### src/rtl/rr_arbiter_4_dec.sv
// rr_arbiter_4_dec
//   Round-robin arbiter for four requesters sharing one resource. It drives a
//   2x4 decoder through grant_id/grant_valid and also provides the decoded
//   one-hot grant directly. All outputs are registered.
//
//   clk          rising-edge clock
//   rst_n        synchronous reset, active low
//   req[3:0]     level-sensitive requests, bit i = requester i
//   grant[3:0]   one-hot grant, zero when idle
//   grant_id     encoded grant index (decoder select)
//   grant_valid  grant active (decoder enable)
//   timeout      one-cycle pulse when a grant is cut off by MAX_HOLD
//
//   MAX_HOLD     maximum cycles a single grant may last, 0 = unlimited
//   CNT_W        hold counter width, 2**CNT_W > MAX_HOLD
module rr_arbiter_4_dec #(
  parameter int MAX_HOLD = 8,
  parameter int CNT_W    = 4
) (
  input  logic       clk,
  input  logic       rst_n,
  input  logic [3:0] req,
  output logic [3:0] grant,
  output logic [1:0] grant_id,
  output logic       grant_valid,
  output logic       timeout
);

  typedef enum logic {IDLE, GRANT} state_t;

  // Compare value for the hold counter; the counter starts at 0 on the first
  // granted cycle, so MAX_HOLD-1 marks the last cycle allowed.
  localparam logic [CNT_W-1:0] LIM = CNT_W'(MAX_HOLD == 0 ? 0 : MAX_HOLD - 1);

  state_t           state, state_nxt;
  logic [1:0]       ptr, ptr_nxt;
  logic [CNT_W-1:0] hold_cnt, cnt_nxt;
  logic [3:0]       grant_nxt;
  logic [1:0]       id_nxt;
  logic             valid_nxt, to_nxt;

  logic [7:0]       req2;
  logic [3:0]       rot;
  logic [1:0]       ofs, sel;
  logic             any_req, own_req, limit_hit, release_now;

  // Rotate requests so the pointer position sits at bit 0, take the lowest
  // set bit, then add the pointer back to get the absolute index.
  assign req2    = {req, req} >> ptr;
  assign rot     = req2[3:0];
  assign any_req = |req;

  always_comb begin
    ofs = 2'd0;
    for (int i = 3; i >= 0; i--)
      if (rot[i]) ofs = 2'(i);
  end

  assign sel         = ptr + ofs;
  assign own_req     = req[grant_id];
  assign limit_hit   = (MAX_HOLD != 0) && (hold_cnt == LIM);
  // A dropped request wins over the limit, so timeout only fires when the
  // owner is still requesting.
  assign release_now = !own_req || limit_hit;

  // State register
  always_ff @(posedge clk) begin
    if (!rst_n) begin
      state       <= IDLE;
      ptr         <= 2'd0;
      hold_cnt    <= '0;
      grant       <= 4'b0000;
      grant_id    <= 2'd0;
      grant_valid <= 1'b0;
      timeout     <= 1'b0;
    end else begin
      state       <= state_nxt;
      ptr         <= ptr_nxt;
      hold_cnt    <= cnt_nxt;
      grant       <= grant_nxt;
      grant_id    <= id_nxt;
      grant_valid <= valid_nxt;
      timeout     <= to_nxt;
    end
  end

  // Next state
  always_comb begin
    state_nxt = state;
    case (state)
      IDLE:    if (any_req)     state_nxt = GRANT;
      GRANT:   if (release_now) state_nxt = IDLE;
      default:                  state_nxt = IDLE;
    endcase
  end

  // Next values of the registered outputs, pointer and hold counter
  always_comb begin
    ptr_nxt   = ptr;
    cnt_nxt   = hold_cnt;
    grant_nxt = grant;
    id_nxt    = grant_id;
    valid_nxt = grant_valid;
    to_nxt    = 1'b0;
    case (state)
      IDLE: begin
        if (any_req) begin
          id_nxt    = sel;
          grant_nxt = 4'(4'b0001 << sel);
          valid_nxt = 1'b1;
          cnt_nxt   = '0;
        end
      end
      GRANT: begin
        if (release_now) begin
          // grant_id is left as is; grant_valid low disables the decoder
          grant_nxt = 4'b0000;
          valid_nxt = 1'b0;
          ptr_nxt   = grant_id + 2'd1;
          to_nxt    = own_req;
        end else if (hold_cnt != '1) begin
          cnt_nxt = hold_cnt + 1'b1;
        end
      end
      default: begin
        grant_nxt = 4'b0000;
        valid_nxt = 1'b0;
      end
    endcase
  end

endmodule

### config.mk
export PLATFORM = sky130hd
export DESIGN_NAME = rr_arbiter_4_dec
export DESIGN_NICKNAME = d
export VERILOG_FILES = /design/src/rtl/rr_arbiter_4_dec.sv
export SDC_FILE = /design/constraint.sdc
export NUM_CORES = 1
export LEC_CHECK = 0
export BUFFER_PORTS_ARGS = -buffer_cell sky130_fd_sc_hd__buf_2
export CORE_ASPECT_RATIO = 0.9
export CORE_MARGIN = 2
export CORE_UTILIZATION = 55
export CTS_BUF_LIST = sky130_fd_sc_hd__clkbuf_2
export CTS_CLUSTER_DIAMETER = 120
export DETAILED_ROUTE_END_ITERATION = 10
export GPL_ROUTABILITY_DRIVEN = 1
export PLACE_DENSITY = 0.78
export SETUP_SLACK_MARGIN = 0.5
export SLEW_MARGIN = 20
export SYNTH_ARGS = -nofsm -noshare
export SYNTH_HDL_FRONTEND = slang
export SYNTH_SLANG_ARGS = --single-unit
### constraint.sdc
create_clock -name clk -period 2.65 [get_ports clk]
set_input_delay 0.265 -clock clk [delete_from_list [all_inputs] [get_ports clk]]
set_output_delay 0.265 -clock clk [all_outputs]
set_load 0.05 [all_outputs]
== Word-level counts from Yosys, hierarchy flattened ==
Cells that the tools add are included.
Word-level totals
  register bits after elaboration: 15
  input port bits: 6
  output and inout bits: 8
  word-level logic and storage cells: 47
Operators by class
  add/subtract/negate cells: 3
  order comparisons: 1
  eq/ne operators: 6
  shift operators: 2
  mux-type cells: 19
  bitwise operators: 1
  reductions and logical operators: 8
Operators by type and width (count)
  $mux 4: 5
  $pmux 4 s2: 2
  $mux 2: 4
  $shr 8x2->4: 1
  $reduce_and 2->1: 3
  $reduce_and 3->1: 2
  $mux 1: 5
  $add 4x1->4 const B: 1
  $eq 4x3->1 const B: 1
  $ne 2x1->1 const B: 2
  $ne 2x2->1 const B: 2
  $ne 4x4->1 const B: 1
  $pmux 1 s2: 2
  $reduce_or 4->1: 1
  $shl 1x2->4 const A: 1
  $lt 2x3->1 const B: 1
  $add 2x1->2 const B: 1
  $add 2x2->2: 1
  $bmux 1 s2: 1
  $logic_not 1->1: 1
  $logic_or 1x1->1: 1
  $not 1->1: 1

== Longest topological paths before layout ==
  word-level depth: 9
  gate-level depth with buffers: 10
  depth with buffers taken out: 9

== Worst setup path after synthesis ==
No wires, ideal clock.
  path type: register to register
  start: register grant_id[0]
  end: register grant[0]
  setup time: 0.117 ns
  data arrival time: 1.858 ns
  required time: 2.533 ns
  slack: 0.676 ns
  stages on the path, launching flop included: 7
  path buffers: 1
  clock period less this slack: 1.974 ns
  path through: dfxtp_1 > mux4_2 > o21ai_1 > and2_1 > buf_6 > nor2_4 > a22o_1
On the way
  longest elaborated chain between the ends: 6
Ends and longest elaborated chain
  start, declared: RTL line 24  | output logic [1:0] grant_id,
  start signal, assigned: RTL line 81  | grant_id <= id_nxt;
  $bmux 1 s2: RTL line 60  | assign own_req = req[grant_id];
  $mux 1 (not written as such): RTL line 60
  $logic_not 1->1: RTL line 64  | assign release_now = !own_req || limit_hit;
  $logic_or 1x1->1: RTL line 64
  $ne 2x1->1 (no source line)
  $reduce_and 2->1 (no source line)
  end signal, assigned: RTL line 80  | grant <= grant_nxt;
  end, declared: RTL line 23  | output logic [3:0] grant,
Every way passes these cells. The select of a mux whose other input is x is not followed.
A chain may end at the register's enable or synchronous reset.

== Worst setup path in the final report ==
  start: register ptr[0]
  end: register grant_id[1]
On the way
  longest elaborated chain between the ends: 6
Ends and longest elaborated chain
  start, declared: RTL line 36  | logic [1:0] ptr, ptr_nxt;
  start signal, assigned: RTL line 78  | ptr <= ptr_nxt;
  $shr 8x2->4: RTL line 49  | assign req2 = {req, req} >> ptr;
  $mux 2 (4 in series): RTL line 56  | if (rot[i]) ofs = 2'(i);
  $add 2x2->2 *: RTL line 59  | assign sel = ptr + ofs;
Every way passes the cells marked *; elsewhere a longest branch is shown, timed or not.

==> impl_metrics.env <==
export IMPL_avgSynthCellArea_um2=8.600
export IMPL_postLayoutCellArea_um2=869.6
export IMPL_postSynthCellCount=95
export IMPL_start_util_pct=57.74
export IMPL_num_rows=13
export IMPL_hold_ws_ns=0.2977
export IMPL_io_pin_count=14
export IMPL_arrival_ns=2.07
export IMPL_hold_buffers=0
export IMPL_worst_r2r_cell_count=6
export IMPL_n_antenna_cell=0
export IMPL_power_frac_seq_pct=45.8
export IMPL_worstMarginPinSlew_ns=0.4355
export IMPL_intPower_mw=0.3666
export IMPL_grt_max_degree=14
export IMPL_hp_class="in -> reg"
export IMPL_grt_overflow_total=0
export IMPL_setup_tns_ns=0
export IMPL_preCtsSetupSlack_ns=0.6828
export IMPL_syn_area_um2=817.0
export IMPL_async_reset_ff_share_pct=0
export IMPL_min_path_cells=2
export IMPL_crit_cells=6
export IMPL_first_global_vias=559
export IMPL_synthTopCellsByArea="dfxtp_1, nand2_1, buf_6"
export IMPL_insertion_delay_ns=0.29
export IMPL_synth_largest_area_cell="dfxtp_1"
export IMPL_report_final_slew_viol_count=0
export IMPL_synth_most_common_cell="dfxtp_1"
export IMPL_fin_skew_ns=0.002823
export IMPL_total_power_mw=0.6132
export IMPL_path_delay_family="simple AND/OR/NAND/NOR gates"
export IMPL_path_buf_inv=0
export IMPL_p_per_area_mw_per_mm2=705.2
export IMPL_via_count=706
export IMPL_fp_dieH_um=40.57
export IMPL_via_per_inst=5.835
export IMPL_hpwl_um=1123
export IMPL_die_w_um=44.63
export IMPL_relSlewSlack_pct=70.70
export IMPL_wl_per_cell_um=12.47
export IMPL_fin_ws_ns=0.7622
export IMPL_hold_viol=0
export IMPL_ctsResizeCount=0
export IMPL_ir_worst_vdd_mv=0.3843
export IMPL_cts_tree="built"
export IMPL_setup_viol=0
export IMPL_required_ns=2.83
export IMPL_synth_main_ff_cell="dfxtp_1"
export IMPL_fin_crit_ns=1.888
export IMPL_synthTopCellsByCount="dfxtp_1, nand2_1, nor2_1"
export IMPL_area_delta_synth_final_pct=6.432
export IMPL_clock_path_buffers=2
export IMPL_p_comb_share_pct=35.5
export IMPL_firstDrtPassIters=5
export IMPL_swShare_pct=40.22
export IMPL_port_buffers=13
export IMPL_utilization_pct=61.45
export IMPL_placed_cells=117
export IMPL_core_area_mm2=0.001415
export IMPL_ant_nets=0
export IMPL_antenna_found_initial=0
export IMPL_critPathLaunchType="register"
export IMPL_syn_num_nets=103
export IMPL_place_congestion=0.7479
export IMPL_layout_nets=115
export IMPL_crit_fanout=12
export IMPL_routed_wl_um=1509
export IMPL_yosys_cell_types_count=34
export IMPL_clockRootBuffer="clkbuf_2"
export IMPL_path_cells="or4_1, nand3_1, ha_1, xor2_1, xnor2_1, a21oi_1"
export IMPL_yosysWarnings=0
export IMPL_layout_drive_gt1_share_pct=21.70
export IMPL_max_freq_mhz=529.7
export IMPL_grt_first_pass_wirelength_um=2449
export IMPL_cp_end_kind="register"
export IMPL_place_area_um2=848.3
export IMPL_p_switching_mw=0.2466
export IMPL_cts_setup_buffers=0
export IMPL_max_cap_violations=0
export IMPL_leakagePower_nw=0.3862
export IMPL_regArea_um2=301.5
export IMPL_path_class="reg -> reg"
export IMPL_synth_edf_count=0
export IMPL_clock_sinks=15
export IMPL_drc=0
export IMPL_dieArea_mm2=0.001810
export IMPL_clkPwrFrac_pct=18.7
export IMPL_synth_top_area_share_pct=36.75
export IMPL_multiInputGateArea_um2=460.4
export IMPL_cts_made_buffers=3
export IMPL_cpPeakStageDelay_ns=0.54
export IMPL_fillCellCount=135
export IMPL_clkTransAtPathRegs_ns=0.14
export IMPL_status="finished, final reports clean"
export IMPL_track_usage_pct=19.40
export IMPL_yosysSeqAreaShare_pct=36.75
export IMPL_rsz0062_at_grt="false"
export IMPL_fin_crit_sh_pct=71.24
export IMPL_ys_ff_latch=15
export IMPL_slowest_stage="or4_1"
export IMPL_fin_cells=121
export IMPL_drtIter0Drc=11
export IMPL_htree_num_levels=1
-- power groups by stage --
stage | clock [mW] | sequential (mW) | combinational [mW]
6_report | 0.115 | 0.281 | 0.218
5_1_grt | 0.128 | 0.286 | 0.237
4_1_cts | 0.117 | 0.280 | 0.218
3_5_place_dp | 0 | 0.286 | 0.217
3_3_place_gp | 0 | 0.284 | 0.212
2_1_floorplan | 0 | 0.341 | 0.125
-- sequential cells by signal (all words and copies together), names as in the netlist --
| signal | flops |
|---|---|
| timeout | 1 |
| state | 1 |
| grant_valid | 1 |
| grant_id | 2 |
| hold_cnt | 4 |
| grant | 4 |
| ptr | 2 |
-- cells by family (layout without fill, tap and decap cells) --
family                     Yosys count  after routing  share of synthesized area [%]
xor gates and xnor gates             4              4                          4.289
muxes                                2              2                          3.981
adders and majority gates            2              2                          3.062
and+or+nand+nor                     41             41                          24.81
buffers and inverters                7             18                          6.891
AOI/OAI and AO/OA                   24             24                          20.21
DFF                                 15             15                          36.75
-- final timing paths --
check / startpoint / endpoint / slack, ns
worst max register to register: ptr[0]$_SDFFE_PN0P_ / grant_id[1]$_SDFFE_PN0P_ / 0.76
worst min register to register: grant[3]$_SDFFE_PN0P_ / grant[3]$_SDFFE_PN0P_ / 0.45
worst max-delay path: ptr[0]$_SDFFE_PN0P_ / grant_id[1]$_SDFFE_PN0P_ / 0.76
worst min-delay path: rst_n / ptr[1]$_SDFFE_PN0P_ / 0.30
-- placed cells by master (no fill, tap or decap), drive strengths merged, types with 2 or more instances in the layout --
cell    Yosys  final
a21boi      2      2
buf         4     13
o211ai      3      3
nor2b       2      2
xnor2       2      2
xor2        2      2
dfxtp      15     15
o21a        2      2
ha          2      2
nand2      14     14
nor2       11     11
a21oi       3      3
and3        3      3
nand3       3      3
clkbuf      2      4
a22o        2      2
and2        2      2
o21ai       8      8
o211a       2      2
-- worst register-to-register path, stage by stage, from the launching register on --
cell and delay [ns]:
dfxtp_2 0.40, or4_1 0.54, nand3_1 0.11, ha_1 0.16, xor2_1 0.08, xnor2_1 0.35, a21oi_1 0.14
-- layer usage --
metal / vias to the layer above / global-route usage (%) / routed length [um]
met5: - / 0 / 0
met4: 0 / 4.545 / 13
met3: 3 / 7.658 / 81
met2: 15 / 29.71 / 673
met1: 329 / 25.53 / 741
li1: 359 / - / -
-- final cells by class --
cell class | count | share of cell area [%]
clock buffers | 4 | 2.302
repair buffers | 13 | 7.482
multi-input cells | 73 | 52.95
well taps | 15 | 2.158
inverters | 1 | 0.4317
flip-flops and latches | 15 | 34.68
No activity file was read; power rests on OpenSTA's default activity.
